<file path="src/rtl/sgf_div_seq_pkg.sv">
// Shared definitions for the sequential significand divider: FSM states and width helpers.
package sgf_div_seq_pkg;

  typedef enum logic [1:0] {
    ST_IDLE = 2'd0,
    ST_CALC = 2'd1,
    ST_FIN  = 2'd2
  } div_state_t;

  localparam int unsigned SW_DEF = 24;
  localparam int unsigned QW     = SW_DEF + 2;
  localparam int unsigned RW     = SW_DEF + 1;
  localparam int unsigned CW     = $clog2(SW_DEF + 2);

  function automatic int unsigned sgf_qw(input int unsigned sw);
    return sw + 2;
  endfunction

  function automatic int unsigned sgf_rw(input int unsigned sw);
    return sw + 1;
  endfunction

  function automatic int unsigned sgf_cw(input int unsigned sw);
    return $clog2(sw + 2);
  endfunction

endpackage

</file>
<file path="src/rtl/sgf_div_step.sv">
// One combinational restoring-division step: trial subtract, quotient bit, restored and shifted remainder.
module sgf_div_step
  import sgf_div_seq_pkg::*;
#(
  parameter int unsigned SW = SW_DEF
) (
  input  logic [SW:0]   i_rem,
  input  logic [SW-1:0] i_div,
  output logic          o_q,
  output logic [SW:0]   o_rem_sel,
  output logic [SW:0]   o_rem_shl
);

  logic [SW+1:0] w_trial;

  // One extra bit above the remainder width so the sign bit selects restore.
  assign w_trial   = {1'b0, i_rem} - {2'b00, i_div};
  assign o_q       = ~w_trial[SW+1];
  assign o_rem_sel = o_q ? w_trial[SW:0] : i_rem;
  // The kept remainder is below the divisor, so its top bit is always zero here.
  assign o_rem_shl = {o_rem_sel[SW-1:0], 1'b0};

endmodule

</file>
<file path="src/rtl/sgf_div_seq.sv">
// Sequential radix-2 restoring divider for normalized significands, one quotient bit per clock.
module sgf_div_seq
  import sgf_div_seq_pkg::*;
#(
  parameter int unsigned SW = SW_DEF
) (
  input  logic          clk,
  input  logic          rst,
  input  logic          start_i,
  input  logic [SW-1:0] Data_A_i,
  input  logic [SW-1:0] Data_B_i,
  output logic          ready_o,
  output logic          done_o,
  output logic [SW+1:0] quotient_o,
  output logic          sticky_o,
  output logic          div_zero_o
);

  localparam int unsigned Q_W = sgf_qw(SW);
  localparam int unsigned R_W = sgf_rw(SW);
  localparam int unsigned C_W = sgf_cw(SW);

  div_state_t       r_state;
  div_state_t       w_state_nxt;
  logic [R_W-1:0]   r_rem;
  logic [SW-1:0]    r_div;
  logic [Q_W-1:0]   r_q;
  logic [C_W-1:0]   r_cnt;
  logic [Q_W-1:0]   r_quot;
  logic             r_sticky;
  logic             r_dz;

  logic             w_q;
  logic [R_W-1:0]   w_rem_sel;
  logic [R_W-1:0]   w_rem_shl;
  logic             w_b_zero;

  assign w_b_zero = (Data_B_i == '0);

  sgf_div_step #(.SW(SW)) u_step (
    .i_rem     (r_rem),
    .i_div     (r_div),
    .o_q       (w_q),
    .o_rem_sel (w_rem_sel),
    .o_rem_shl (w_rem_shl)
  );

  always_comb begin
    w_state_nxt = r_state;
    ready_o     = 1'b0;
    done_o      = 1'b0;
    unique case (r_state)
      ST_IDLE: begin
        ready_o = 1'b1;
        if (start_i) w_state_nxt = w_b_zero ? ST_FIN : ST_CALC;
      end
      ST_CALC: begin
        if (r_cnt == '0) w_state_nxt = ST_FIN;
      end
      ST_FIN: begin
        done_o      = 1'b1;
        w_state_nxt = ST_IDLE;
      end
      default: w_state_nxt = ST_IDLE;
    endcase
  end

  always_ff @(posedge clk) begin
    if (rst) begin
      r_state  <= ST_IDLE;
      r_rem    <= '0;
      r_div    <= '0;
      r_q      <= '0;
      r_cnt    <= '0;
      r_quot   <= '0;
      r_sticky <= 1'b0;
      r_dz     <= 1'b0;
    end else begin
      r_state <= w_state_nxt;
      unique case (r_state)
        ST_IDLE: begin
          if (start_i) begin
            if (w_b_zero) begin
              r_quot   <= '1;
              r_sticky <= 1'b0;
              r_dz     <= 1'b1;
            end else begin
              r_rem <= {1'b0, Data_A_i};
              r_div <= Data_B_i;
              r_q   <= '0;
              r_cnt <= C_W'(SW + 1);
              r_dz  <= 1'b0;
            end
          end
        end
        ST_CALC: begin
          r_rem <= w_rem_shl;
          r_q   <= {r_q[Q_W-2:0], w_q};
          if (r_cnt == '0) begin
            r_quot   <= {r_q[Q_W-2:0], w_q};
            r_sticky <= |w_rem_sel;
          end else begin
            r_cnt <= r_cnt - 1'b1;
          end
        end
        default: ;
      endcase
    end
  end

  assign quotient_o = r_quot;
  assign sticky_o   = r_sticky;
  assign div_zero_o = r_dz;

endmodule

</file>
<file path="config.mk">
export PLATFORM = sky130hd
export DESIGN_NAME = sgf_div_seq
export DESIGN_NICKNAME = d
export VERILOG_FILES = /design/src/rtl/sgf_div_seq_pkg.sv /design/src/rtl/sgf_div_step.sv /design/src/rtl/sgf_div_seq.sv
export SDC_FILE = /design/constraint.sdc
export NUM_CORES = 1
export LEC_CHECK = 0
export BUFFER_PORTS_ARGS = -buffer_cell sky130_fd_sc_hd__buf_2
export CAP_MARGIN = 20
export CORE_MARGIN = 4
export CORE_UTILIZATION = 40
export CTS_CLUSTER_DIAMETER = 40
export DETAILED_ROUTE_END_ITERATION = 16
export MAX_ROUTING_LAYER = met4
export PLACE_DENSITY = 0.56
export REMOVE_ABC_BUFFERS = 1
export SETUP_SLACK_MARGIN = 0.5
export SLEW_MARGIN = 10
export SYNTH_ARGS = -nofsm -noshare
export SYNTH_HDL_FRONTEND = slang
export SYNTH_SLANG_ARGS = --single-unit
</file>
<file path="constraint.sdc">
create_clock -name clk -period 8.9 [get_ports clk]
set_input_delay 1.78 -clock clk [delete_from_list [all_inputs] [get_ports clk]]
set_output_delay 1.78 -clock clk [all_outputs]
set_load 0.05 [all_outputs]
</file>
==> results.cfg, run 1 <==
[flow_run]
maxCapViolCount = 0

[route]
avgViaCountPerCell = 5.62
drc = 0
first_iter_violations = 434
first_pass_iters = 5
met1_length_um = 7590
dr_wl_met2_um = 8080
post_drt_wl_per_cell_um = 16.9
dr_total_vias = 5586
postRouteAntennaNets = 0
top_layer = met4
wl_met3_um = 871
drt_wl_total_um = 16800

[synthesis]
synth-edff-count = 0
synthCells = 755
seq_area_frac_synth = 0.367
yosys_warnings = 0
postSynthAreaPerCell_sq_um = 7.87
async_flop_share = 0
synth-main-ff-cell = dfxtp_1
syn_area_sq_mm = 0.00594
synthDistinctLibCells = 60
synth_seq_cells = 109

[placed_design]
gp_congestion = 0.884
dp_worst_setup_slack_ns = 3.92
dpl.hpwl_um = 12200
port_buffers = 80

[critical_path]
start_kind = primary input
worstPathCellList = buf_2 > nor4_1 > nand4_1 > o211a_1 > or4b_1 > or4b_1 > or4_1 > nor4_2 > a311o_1 > o21ai_1
cp.required_ns = 9.15
r2r_cells = 11
cp.depth = 10
critical_path.top_delay_family = simple AND/OR/NAND/NOR gates
slowest_stage = nor4_1
crit_path_max_fanout = 3
critPathKind = in -> reg
endpoint_kind = register
cpPeakStageDelay_ns = 0.53
critPathMostFrequentCell = or4b_1
timing.critical_path.buf_inv = 1
arrival_ns = 4.78

[floorplanning]
die-height_um = 130
start_util = 0.409
ioPinCount = 81
die_area_sq_mm = 0.0169
die_w_um = 130
rows = 44
core-area_sq_mm = 0.0145

[power_and_ir_drop]
ir_worst_vdd_uv = 127
leakage_nw = 2.85
p_per_area_mw_per_mm2 = 268
p_total_mw = 1.83

[global_route]
grt_pass1_vias = 5459
grt_max_degree = 57
gr-total-overflow = 0
antenna_found_initial = 2
grt_pass1_wl_um = 27400
grt.total_usage = 0.210

[timing]
setup_tns_ns = 0
clock.fmax_mhz = 221
final_max_slew_viol_count = 0
slew_headroom = 0.311
post-route-period-util = 0.509
worst_pin_slew_ns = 1.03
clock_skew_ns = 0.0165
rsz0062_at_grt = no
setup_viol = 0
setup_ws_ns = 4.37
hold_viol = 0
finalCriticalPeriod_ns = 4.53

[outcome]
status = complete, no violations

[clock_network]
clock_latency_ns = 0.36
cts.sinks = 109
h-tree-depth = 3
cts-resized-gates = 0
cts_root_buffer = clkbuf_16
postCtsSetupBuffers = 0
cts_buffer_depth = 2
hold_buffers = 0
cts_tree = built
cts.clk_slew.worst_paths_ns = 0.08
cts_buffers = 9

[final_layout]
layout_common_cells = nor2_1 (129), dfxtp_1 (109), buf_2 (79), nand2_1 (78), a21oi_1 (55)
layout_commonest_cell = nor2_1
nFillCells = 1526
areaGrowthSynthToFinish_pct = 14.7
final_util = 0.469
final_nets = 881
layout-drive-gt1-share = 0.150

[hold_path]
min_path_type = reg -> reg
min_path_cells = 2
[worst min-delay path: cells and delay by family, from the launching register on]
family / cells / cell delay, ns
compound gates: 1 / 0.05
simple gates: 1 / 0.05
flops: 1 / 0.31
[flip-flops by register name, summed over array words and instances (netlist names)]
register	cells
div_zero_o	1
quotient_o	26
r_cnt	5
r_div	24
r_q	25
r_rem	25
r_state	2
sticky_o	1
[through the flow]
stage | cell area [sq um] | hold slack, ns | cells
floorplan | 5760 | 0.430 | 706
CTS | 6790 | 0.462 | 991
finish | 6820 | 0.461 | 994
global placement | 6450 | 0.443 | 974
global route | 6820 | 0.484 | 994
detailed placement | 6470 | 0.451 | 975
[where the power goes]
group | internal [mW] | switching (mW)
combinational | 0.325 | 0.500
sequential | 0.532 | 0.0395
clock | 0.208 | 0.224
[routing by layer]
| layer | vias up | global-route usage |
|---|---|---|
| met4 | 0 | 0.0556 |
| met5 | - | - |
| met3 | 15 | 0.0405 |
| met2 | 107 | 0.348 |
| li1 | 2811 | - |
| met1 | 2653 | 0.264 |
[path summary, 6_finish.rpt]
path	slack [ns]	to	from
worst min register to register	0.46	r_div[8]	r_div[8]
worst min-delay path	0.46	r_div[8]	r_div[8]
worst max register to register	4.94	sticky_o	r_cnt[0]
worst max-delay path	4.37	sticky_o	Data_B_i[17]
[cells in the mapped netlist, drive strengths merged, types with 4 or more instances]
library cell,n,share of area
o21ai,16,0.013
ha,26,0.055
mux2,20,0.038
nor2b,6,0.0063
a211oi,10,0.013
a21oi,56,0.047
o21a,5,0.0063
or2,7,0.0074
mux2i,4,0.0067
nor2,131,0.083
a22oi,28,0.035
nand2b,9,0.0095
xor2,7,0.010
nand2,78,0.049
nor3b,5,0.0063
nand4,8,0.0084
nor4,13,0.015
a222oi,21,0.035
xnor2,8,0.012
dfxtp,109,0.37
inv,36,0.023
o211ai,4,0.0051
nor3,38,0.032
or4,4,0.0051
a21o,7,0.0088
clkbuf,47,0.030
[kinds of logic after synthesis]
| kind of cell | count (synthesis) | share of synthesized area |
|---|---|---|
| AND/OR/NAND/NOR | 314 | 0.240 |
| AO/OA/AOI/OAI | 181 | 0.214 |
| flip-flops | 109 | 0.367 |
| buffers and inverters | 85 | 0.0537 |
| adder cells (fa/ha/maj) | 27 | 0.0581 |
| multiplexers | 24 | 0.0446 |
| XOR/XNOR | 15 | 0.0221 |
[cell type report]
class | instances | area (sq um) | area share
antenna | 2 | 5.00 | 0.000734
timing repair buffer | 86 | 468 | 0.0686
clock inverter | 7 | 101 | 0.0149
tap | 184 | 230 | 0.0338
multi-input combinational | 561 | 3470 | 0.509
inverter | 36 | 135 | 0.0198
clock buffer | 9 | 225 | 0.0330
sequential | 109 | 2180 | 0.320
No activity file was read; power rests on OpenSTA's default activity.
==> inputs of run 2 (changes only) <==
==> constraint.sdc (replaced) <==
create_clock -name clk -period 4.5 [get_ports clk]
set_input_delay 0.9 -clock clk [delete_from_list [all_inputs] [get_ports clk]]
set_output_delay 0.9 -clock clk [all_outputs]
set_load 0.05 [all_outputs]
==> run 2 against run 1 <==
Final area is 0.17% lower; combinational power is 99% higher; largest cell class unchanged; register-to-register slack worse by 4.2 ns; highest routed layer unchanged; worst hold slack worse by 0.0071 ns; non-clock buffer count is 4 higher; core utilization is 0.077 points lower; setup slack worse by 3.7 ns; global-route usage is 0.19 points higher; critical path type is now reg -> reg; routed wire length is 0.29% higher; power is 95% higher.
==> results.cfg, run 2 (synthesized netlist as in run 1, its figures left out) <==
[clock_network]
cts.clk_slew.worst_paths_ns = 0.08
cts-resized-gates = 0
h-tree-depth = 3
hold_buffers = 0
cts_root_buffer = clkbuf_16
cts_buffers = 9
clock_latency_ns = 0.36
postCtsSetupBuffers = 0
cts_buffer_depth = 2
cts_tree = built
cts.sinks = 109

[route]
drc = 0
first_pass_iters = 8
first_iter_violations = 537
postRouteAntennaNets = 0
dr_total_vias = 5644
post_drt_wl_per_cell_um = 16.8
avgViaCountPerCell = 5.65
drt_wl_total_um = 16800

[global_route]
grt_pass1_wl_um = 27800
grt_pass1_vias = 5577
grt_max_degree = 82
antenna_found_initial = 3
grt.total_usage = 0.212
gr-total-overflow = 0

[final_layout]
layout-drive-gt1-share = 0.153
final_nets = 885
areaGrowthSynthToFinish_pct = 14.5
final_util = 0.468
largest_reg_flops = 26
layout_commonest_cell = nor2_1
design_area_sq_mm = 0.00681
layout_common_cells = nor2_1 (129), dfxtp_1 (109), buf_2 (79), nand2_1 (78), a21oi_1 (55)
fin_cells = 999

[timing]
worst_pin_slew_ns = 0.921
hold_viol = 0
post-route-period-util = 0.845
setup_tns_ns = 0
finalCriticalPeriod_ns = 3.80
final_max_slew_viol_count = 0
slew_headroom = 0.385
setup_viol = 0
clock.fmax_mhz = 263
clock_skew_ns = 0.00820
rsz0062_at_grt = no

[placed_design]
port_buffers = 80
dpl.hpwl_um = 12200
gp_congestion = 0.915
dpl-instance-area_sq_mm = 0.00649
dp_cells = 979

[power_and_ir_drop]
p_per_area_mw_per_mm2 = 525
ir_worst_vdd_uv = 264
leakage_nw = 2.86
p_total_mw = 3.57

[floorplanning]
die_area_sq_mm = 0.0169
core-area_sq_mm = 0.0145
start_util = 0.409
die_w_um = 130
die-height_um = 130
ioPinCount = 81
rows = 44

[hold_path]
min_path_type = reg -> reg
hold_start = r_div[15]

[critical_path]
r2r_cells = 12
arrival_ns = 4.05
r2r-end = sticky_o
critPathKind = reg -> reg
crit_start = r_rem[0]
crit_path_max_fanout = 6
start_kind = register
worstSetupEndpoint = sticky_o
timing.rr.start = r_rem[0]
r2r_slack_ns = 0.70
endpoint_kind = register
cp.required_ns = 4.75

[flow_run]
maxCapViolCount = 0

[outcome]
status = complete, no violations
## run 2: cell count changes in the layout (fill, tap and decap cells not counted), sizes merged
cell    delta
clkbuf     +1
diode      +1
clkinv     -1
buf        +4
## run 2: cell type report
cell class              instances  area, sq um
repair buffers                 90          490
clock inverters                 6         61.3
clock buffers                  10          229
flip-flops and latches        109         2180
multi-input cells             561         3470
fillers                      1517         7730
well taps                     184          230
inverters                      36          135
diodes                          3         7.51
## run 2: metrics by stage
| step | hold WS (ns) | setup WS (ns) |
|---|---|---|
| final | 0.454 | 0.699 |
| after global routing | 0.476 | 0.516 |
| after CTS | 0.458 | 0.729 |
| after detailed placement | 0.448 | 0.481 |
| after global placement | 0.446 | 0.525 |
| after floorplan | 0.430 | -0.930 |
## run 2: layer usage
metal | wire (um) | part of all wire | GRT usage
met5 | 0 | 0 | -
met4 | 435 | 0.026 | 0.0758
met3 | 957 | 0.057 | 0.0458
met2 | 7840 | 0.47 | 0.338
met1 | 7590 | 0.45 | 0.266
## run 2: critical path: stages (launching register included)
cell and delay, ns:
dfxtp_1 0.39, inv_1 0.06, ha_1 0.22, fa_1 0.40, nand2b_1 0.18, a211oi_1 0.65
o2111ai_1 0.23, o311a_1 0.19, or4b_1 0.52, or4_1 0.44, nor4_2 0.14, a311o_1 0.18
o21ai_1 0.07
## run 2: power by group
group	total, mW	leakage (nW)	internal, mW	switching [mW]
clock network	0.801	0.144	0.393	0.409
logic	1.64	1.82	0.651	0.989
registers	1.13	0.890	1.05	0.0787
## run 2: worst min-delay path by stage
stage                            to  slack, ns  cells past startpoint
final                     r_div[15]       0.45                      2
after global routing       r_div[4]       0.48                      2
after global placement    r_div[12]       0.45                      2
after floorplan           r_div[10]       0.43                      2
after detailed placement  r_div[17]       0.45                      2
after CTS                 r_div[14]       0.46                      2
